## config.mk

```make
export PLATFORM = sky130hd
export DESIGN_NAME = hex_display_reader
export DESIGN_NICKNAME = d
export VERILOG_FILES = /design/src/rtl/hex_display_reader.sv
export SDC_FILE = /design/constraint.sdc
export NUM_CORES = 1
export LEC_CHECK = 0
export ABC_CLOCK_PERIOD_IN_PS = 2800
export BUFFER_PORTS_ARGS = -buffer_cell sky130_fd_sc_hd__buf_2
export CAP_MARGIN = 20
export CORE_MARGIN = 2
export CORE_UTILIZATION = 45
export CTS_CLUSTER_SIZE = 24
export DETAILED_ROUTE_END_ITERATION = 8
export PLACE_DENSITY = 0.73
export SYNTH_ARGS = -nofsm -noshare
export SYNTH_HDL_FRONTEND = slang
export SYNTH_SLANG_ARGS = --single-unit
export TNS_END_PERCENT = 30
```

## constraint.sdc

```tcl
create_clock -name ADC_CLK_10 -period 2.8 [get_ports ADC_CLK_10]
set_input_delay 0.14 -clock ADC_CLK_10 [delete_from_list [all_inputs] [get_ports ADC_CLK_10]]
set_output_delay 0.14 -clock ADC_CLK_10 [all_outputs]
set_load 0.05 [all_outputs]
```

## src/rtl/hex_display_reader.sv

```systemverilog
// Reads back the six active-low seven-segment buses, decodes each to a hex
// nibble and publishes a frame once all 48 bits have been stable long enough.
module hex_display_reader #(
  parameter int unsigned STABLE_CYCLES = 4
) (
  input  logic        ADC_CLK_10,
  input  logic        Rn,
  input  logic [7:0]  HEX0,
  input  logic [7:0]  HEX1,
  input  logic [7:0]  HEX2,
  input  logic [7:0]  HEX3,
  input  logic [7:0]  HEX4,
  input  logic [7:0]  HEX5,
  output logic [23:0] value,
  output logic [5:0]  blank,
  output logic [5:0]  dp,
  output logic [5:0]  invalid,
  output logic        valid,
  output logic [7:0]  err_count
);

  localparam logic [7:0] C_THRESH = 8'(STABLE_CYCLES - 1);

  typedef enum logic {SETTLE, LOCKED} state_t;

  state_t      r_state;
  state_t      w_nextState;
  logic [47:0] r_samp;
  logic [47:0] r_pub;
  logic [7:0]  r_cnt;
  logic        r_first;
  logic [23:0] r_value;
  logic [5:0]  r_blank;
  logic [5:0]  r_dp;
  logic [5:0]  r_invalid;
  logic        r_valid;
  logic [7:0]  r_errCount;

  logic [47:0] w_frame;
  logic        w_match;
  logic        w_publish;
  logic [23:0] w_value;
  logic [5:0]  w_blank;
  logic [5:0]  w_dp;
  logic [5:0]  w_invalid;

  // Returns {invalid, blank, nibble}; unknown glyphs and blanks read as 0.
  function automatic logic [5:0] decodeGlyph(input logic [6:0] seg);
    case (seg)
      7'h40: decodeGlyph = 6'h00;
      7'h79: decodeGlyph = 6'h01;
      7'h24: decodeGlyph = 6'h02;
      7'h30: decodeGlyph = 6'h03;
      7'h19: decodeGlyph = 6'h04;
      7'h12: decodeGlyph = 6'h05;
      7'h02: decodeGlyph = 6'h06;
      7'h78: decodeGlyph = 6'h07;
      7'h00: decodeGlyph = 6'h08;
      7'h10: decodeGlyph = 6'h09;
      7'h08: decodeGlyph = 6'h0A;
      7'h03: decodeGlyph = 6'h0B;
      7'h46: decodeGlyph = 6'h0C;
      7'h21: decodeGlyph = 6'h0D;
      7'h06: decodeGlyph = 6'h0E;
      7'h0E: decodeGlyph = 6'h0F;
      7'h7F: decodeGlyph = 6'h10;
      default: decodeGlyph = 6'h20;
    endcase
  endfunction

  assign w_frame = {HEX5, HEX4, HEX3, HEX2, HEX1, HEX0};
  assign w_match = (w_frame == r_samp);

  always_comb begin
    logic [5:0] dec;
    w_value   = '0;
    w_blank   = '0;
    w_dp      = '0;
    w_invalid = '0;
    for (int n = 0; n < 6; n++) begin
      dec             = decodeGlyph(w_frame[n*8 +: 7]);
      w_value[n*4 +: 4] = dec[3:0];
      w_blank[n]      = dec[4];
      w_invalid[n]    = dec[5];
      w_dp[n]         = ~w_frame[n*8 + 7];
    end
  end

  // A stable frame identical to the last published one locks silently.
  always_comb begin
    w_nextState = r_state;
    w_publish   = 1'b0;
    case (r_state)
      SETTLE: begin
        if (w_match && (r_cnt == C_THRESH)) begin
          w_nextState = LOCKED;
          w_publish   = r_first || (w_frame != r_pub);
        end
      end
      LOCKED: begin
        if (!w_match) w_nextState = SETTLE;
      end
      default: w_nextState = SETTLE;
    endcase
  end

  always_ff @(posedge ADC_CLK_10 or negedge Rn) begin
    if (!Rn) begin
      r_state    <= SETTLE;
      r_samp     <= '0;
      r_pub      <= '0;
      r_cnt      <= '0;
      r_first    <= 1'b1;
      r_value    <= '0;
      r_blank    <= '0;
      r_dp       <= '0;
      r_invalid  <= '0;
      r_valid    <= 1'b0;
      r_errCount <= '0;
    end else begin
      r_state <= w_nextState;
      r_samp  <= w_frame;
      r_valid <= w_publish;
      if (!w_match)            r_cnt <= '0;
      else if (r_cnt != 8'hFF) r_cnt <= r_cnt + 8'd1;
      if (w_publish) begin
        r_value   <= w_value;
        r_blank   <= w_blank;
        r_dp      <= w_dp;
        r_invalid <= w_invalid;
        r_pub     <= w_frame;
        r_first   <= 1'b0;
        if ((|w_invalid) && (r_errCount != 8'hFF)) r_errCount <= r_errCount + 8'd1;
      end
    end
  end

  assign value     = r_value;
  assign blank     = r_blank;
  assign dp        = r_dp;
  assign invalid   = r_invalid;
  assign valid     = r_valid;
  assign err_count = r_errCount;

endmodule

```

## Word-level counts from Yosys, hierarchy flattened

Index checks and enable logic that the tools add are counted.

- Divide/modulo/power cells: 0
- Add/subtract/negate cells: 2
- Reductions and logical operators: 11
- Bitwise logic cells: 7
- Order comparisons: 0
- $mul: 0
- Equality and inequality tests: 102
- Muxes and demuxes: 13
- Shift operators: 0

Operator list:

| kind | count |
|---|---|
| one-hot mux 6 bit (17 select lines) | 6 |
| == test 7 bit (second input constant) | 30 |
| == test 7 x 5 -> 1 bit (second input constant) | 18 |
| == test 7 x 6 -> 1 bit (second input constant) | 18 |
| == test 7 x 2 -> 1 bit (second input constant) | 12 |
| == test 7 x 4 -> 1 bit (second input constant) | 12 |
| == test 48 bit | 1 |
| != test 48 bit | 1 |
| == test 7 x 3 -> 1 bit (second input constant) | 6 |
| zero test 7 bit | 6 |
| adder 8 x 1 -> 8 bit (second input constant) | 2 |
| 2-to-1 mux 8 bit | 2 |
| != test 8 bit (second input constant) | 2 |
| == test 8 x 2 -> 1 bit (second input constant) | 1 |
| inverter 1 bit | 7 |
| OR reduction 6 bit | 1 |
| 2-to-1 mux 1 bit | 4 |
| logical AND 1 bit | 2 |
| != test 2 x 1 -> 1 bit (second input constant) | 1 |
| one-hot mux 1 bit (2 select lines) | 1 |
| AND reduction 2 bit | 1 |
| logical OR 1 bit | 1 |

- Latch bits: 0
- Logic and storage cells: 146
- Flip-flop bits (word level): 157
- Output and inout port bits: 51
- ROM bits: 0
- Memories: 0
- Input port bits: 50
- RAM bits: 0

## Longest topological paths before layout

- Word-level depth: 5
- Mapped depth: 12
- Gate-level depth less buffers: 8

## Least setup slack after synthesis

OpenSTA, ideal clock, no wires.

- Path type: register to register
- From: reg r_pub[10]
- To: reg r_blank[0] (netlist: blank[0])
- Stages on the path, launching flop included: 9
- Arrival: 2219 ps
- Required time: 2675 ps
- Path buffers: 2
- Period minus slack after synthesis: 2344 ps
- Setup time: 125 ps
- Path slack: 456 ps
- Cell sequence: dfrtp_1 a22oi_1 o221ai_1 or4_1 nor4_1 or3_1 buf_4 buf_4 mux2_2

- Longest elaborated chain between the ends: 4

RTL lines:

| what | RTL line | text |
|---|---|---|
| from (decl) | 29 | `logic [47:0] r_pub;` |
| from (signal assigned) | 131 | `r_pub <= w_frame;` |
| != test 48 bit | 97 | `w_publish = r_first \|\| (w_frame != r_pub);` |
| logical OR 1 bit | 97 |  |
| 2-to-1 mux 1 bit | 95 | `if (w_match && (r_cnt == C_THRESH)) begin` |
| 2-to-1 mux 1 bit | 93 | `case (r_state)` |
| to (signal assigned) | 128 | `r_blank <= w_blank;` |
| to (decl) | 33 | `logic [5:0] r_blank;` |

No other way between the ends.
A chain may end at the register's enable or synchronous reset.

## Worst setup path after layout

- From: in HEX3[5]
- To: reg r_errCount[3] (netlist: err_count[3])

- Longest elaborated chain between the ends: 5
- Elaborated cells on any way between the ends: 27
- Those cells by class: eq/ne: 18; mux: 3; reduce/logical: 6

RTL lines:

| what | RTL line | text |
|---|---|---|
| from (decl) | 11 | `input logic [7:0] HEX3,` |
| == test 7 bit, or another cell as far along | 49 | `case (seg)` |
| one-hot mux 6 bit (17 select lines), or another cell as far along | 49 |  |
| OR reduction 6 bit or 2-to-1 mux 1 bit (tied branches) | 133, 95 |  |
| logical AND 1 bit or 2-to-1 mux 1 bit (tied branches) | 133, 93 |  |
| AND reduction 2 bit (no line) (*) | n/a |  |
| to (signal assigned) | 133 | `if ((\|w_invalid) && (r_errCount != 8'hFF)) r_errCount <= r_errCount + 8'd1;` |
| to (decl) | 37 | `logic [7:0] r_errCount;` |

Mark *: on every way between the ends. The rest lies on a longest branch, timed or not.

==> results.py <==
metrics = {
    "cts": {
        "max-clock-path-buffers": 2,
        "htreeDepth": 4,
        "clk_pin_slew_ps": 60,
        "clkSinkCount": 157,
        "cts_setup_buffers": 0,
        "root_buffer": "clkbuf_16",
        "cts_buffers": 17,
        "worstSkewPairLatency_ps": 430,
        "cts_tree": "yes",
    },
    "floorplan": {
        "io_pins": 101,
        "die_y_um": 143,
        "die_area_sq_um": 20500,
        "coreArea_sq_um": 18900,
        "placementRows": 50,
        "start_util_pct": 46.2,
        "die_w_um": 143,
    },
    "route": {
        "firstDrtPassIters": 5,
        "viasPerCell": 5.50,
        "drt_wl_total_mm": 22.1,
        "postRouteAntennaNets": 0,
        "via_count": 7536,
        "post_drt_wl_per_cell_um": 16.1,
        "drtIter0Drc": 681,
        "drcViolationCount": 0,
    },
    "worst_setup_path": {
        "rrSetupSlack_ps": 210,
        "startpoint_type": "primary input",
        "crit_chain": "dlygate4sd3_1 > buf_2 > xnor2_1 > nand4_1 > nor4_1 > nand3_1 > or3_4 > buf_4 > nor4bb_1 > xor2_1",
        "path_buf_inv": 3,
        "cp.arrival_ps": 3060,
        "path_class": "primary input to register",
        "max_stage_delay_ps": 530,
        "endpoint_kind": "register",
        "cp_data_required_time_ps": 3150,
        "cp_top_family": "simple AND/OR/NAND/NOR gates",
        "cp_max_fo": 14,
        "slowest_stage": "dlygate4sd3_1",
    },
    "yosys": {
        "ys_ff_latch": 157,
        "ys_warn_count": 0,
        "synth_seq_area_share_pct": 45.0,
        "syn_nets": 1047,
        "yosys_most_used_dff": "dfrtp_1",
        "synth_edf_count": 0,
        "synth_area_sq_um": 8740,
        "ys_async_sr_fraction_pct": 100,
        "syn_inst": 995,
        "synth.distinct_cells": 66,
        "synth_area_per_cell_sq_um": 8.78,
    },
    "global_routing": {
        "track_usage_pct": 22.3,
        "antenna_found_initial": 0,
        "grt_pass1_wl_mm": 35.9,
        "gr-usage-met1_pct": 32.1,
        "met2_usage_pct": 33.3,
        "overflow": 0,
        "grt_pass1_vias": 6872,
        "top_usage_layer": "met2",
        "grt_use_met3_pct": 5.76,
        "grt_max_degree": 79,
    },
    "sta": {
        "final.setup.tns_ps": 0,
        "fmax_ghz": 0.368,
        "setup_ws_ps": 86.1,
        "hold_viol_final": 0,
        "worst-slew-pin-transition_ps": 543,
        "holdWs_ps": 13.4,
        "relSlewSlack_pct": 63.8,
        "rsz0062_at_grt": "false",
        "fin_crit_ps": 2710,
        "final_max_slew_viol_count": 0,
        "skew_ps": 8.58,
        "finalSetupViolations": 0,
        "fin_crit_sh_pct": 96.9,
    },
    "final_layout": {
        "diodes": 0,
        "drive_above_1_share_pct": 17.7,
        "final_cell_area_sq_um": 10500,
        "fillers": 1708,
        "fin_nets": 1148,
        "area_delta_synth_final_pct": 19.8,
    },
    "pwr": {
        "p_leak_nw": 4.77,
        "power.density_nw_per_um2": 502,
        "design_power_total_w": 0.00525,
        "ir_worst_vdd_uv": 448,
    },
    "placement": {
        "dpl_worst_slack_ps": 154,
        "gp_congestion": 0.885,
        "hpwl_mm": 15.4,
        "numPortBuffers": 100,
        "place_area_sq_um": 9490,
    },
    "outcome": {
        "run_status": "finished, final reports clean",
    },
    "run": {
        "drv_cap": 0,
    },
    "min_path": {
        "hold_class": "primary input to register",
    },
}
## power by group
group / switching, W / internal [W]
logic: 0.000364 / 0.000230
registers: 0.0000151 / 0.00230
clock network: 0.000917 / 0.00142
total: 0.00130 / 0.00396
## cells in the final DEF (no fill, tap or decap), drive strengths merged, types with 9 or more instances in the layout
cell | synthesis | routed
and3 | 10 | 10
mux2 | 12 | 12
o21ai | 67 | 67
a21oi | 29 | 29
nor3 | 32 | 32
dlygate4sd3 | 0 | 34
nand2 | 200 | 200
xnor2 | 76 | 76
xor2 | 29 | 29
clkbuf | 43 | 26
o22ai | 9 | 9
nor4 | 20 | 20
nor2 | 58 | 58
inv | 16 | 17
buf | 48 | 134
dfrtp | 156 | 156
nand3 | 25 | 25
nand4 | 30 | 30
a31oi | 10 | 10
## area by class of cell
| class | instances | area, sq um | area share, % |
|---|---|---|---|
| multi-input combinational | 731 | 4350 | 41.5 |
| inverter | 16 | 60.1 | 0.574 |
| clock buffer | 21 | 450 | 4.30 |
| tap | 260 | 325 | 3.11 |
| timing repair buffer | 173 | 1210 | 11.6 |
| sequential | 157 | 3930 | 37.5 |
| clock inverter | 11 | 144 | 1.37 |
## path summary, 6_finish.rpt
check / endpoint / cells past startpoint / start
max: err_count[3] / 10 / HEX3[5]
min: r_samp[9] / 1 / HEX1[1]
max reg2reg: err_count[3] / 8 / r_samp[29]
min reg2reg: value[5] / 2 / value[5]
max in group asynchronous: value[6] / 3 / Rn
min in group asynchronous: err_count[2] / 2 / Rn
## what timing repair did
item / 4_1_cts / 5_1_grt
hold buffers: 34 / 0
endpoints found under the hold margin: 75 / 0
gates resized for setup: 0 / 15
setup endpoints to repair: 0 / 58
## cells by family after synthesis
group / Yosys count / share of synthesized area, %
simple gates: 439 / 24.3
compound gates: 168 / 12.0
flops: 157 / 45.0
buf+inv: 107 / 5.69
xor+xnor: 105 / 10.5
mux: 17 / 2.21
fa+ha+maj: 2 / 0.286
## metrics by stage
step                util, %  instances
global route           55.4       1369
floorplan                 -        995
detailed placement     50.2       1303
global placement       50.2       1303
finish                 55.4       1369
CTS                    55.2       1369
## flip-flops by register name (all words and copies together) (netlist names)
signal and count:
invalid 6, dp 6, r_pub 48, err_count 8, r_cnt 8, value 24
r_state 1, r_first 1, r_samp 48, blank 6, valid 1
## routing by layer
layer  vias to the layer above  wire length (um)
li1                       3658                 -
met1                      3571             10200
met2                       280              9960
met3                        27              1610
met4                         0               355
met5                         -                 0
## worst register-to-register path: cells and delay by family, from the launching register on
| family | cells | cell delay [ps] |
|---|---|---|
| flip-flops | 1 | 380 |
| AND/OR/NAND/NOR | 5 | 1520 |
| XOR/XNOR | 2 | 410 |
| buffers and inverters | 1 | 210 |
## synthesized netlist by cell type, types with 6 or more instances
master	number	area, sq um
buf_2	27	135
a21o_1	6	45.0
nand2b_1	7	43.8
nor3_1	31	155
a31oi_1	10	62.6
inv_1	15	56.3
nand4_1	30	188
buf_4	14	105
dfrtp_1	156	3900
o21ai_0	66	330
xor2_1	29	254
o22ai_1	9	56.3
buf_1	6	22.5
xnor2_1	76	666
clkbuf_1	42	158
mux2_2	10	113
a21oi_1	29	145
nor2_1	58	218
nor4_1	20	125
nand2_1	200	751
or3_1	7	43.8
and3_1	10	62.6
a32oi_1	6	52.6
nand3_1	25	125
nor2b_1	7	43.8
No activity file was read; power rests on OpenSTA's default activity.
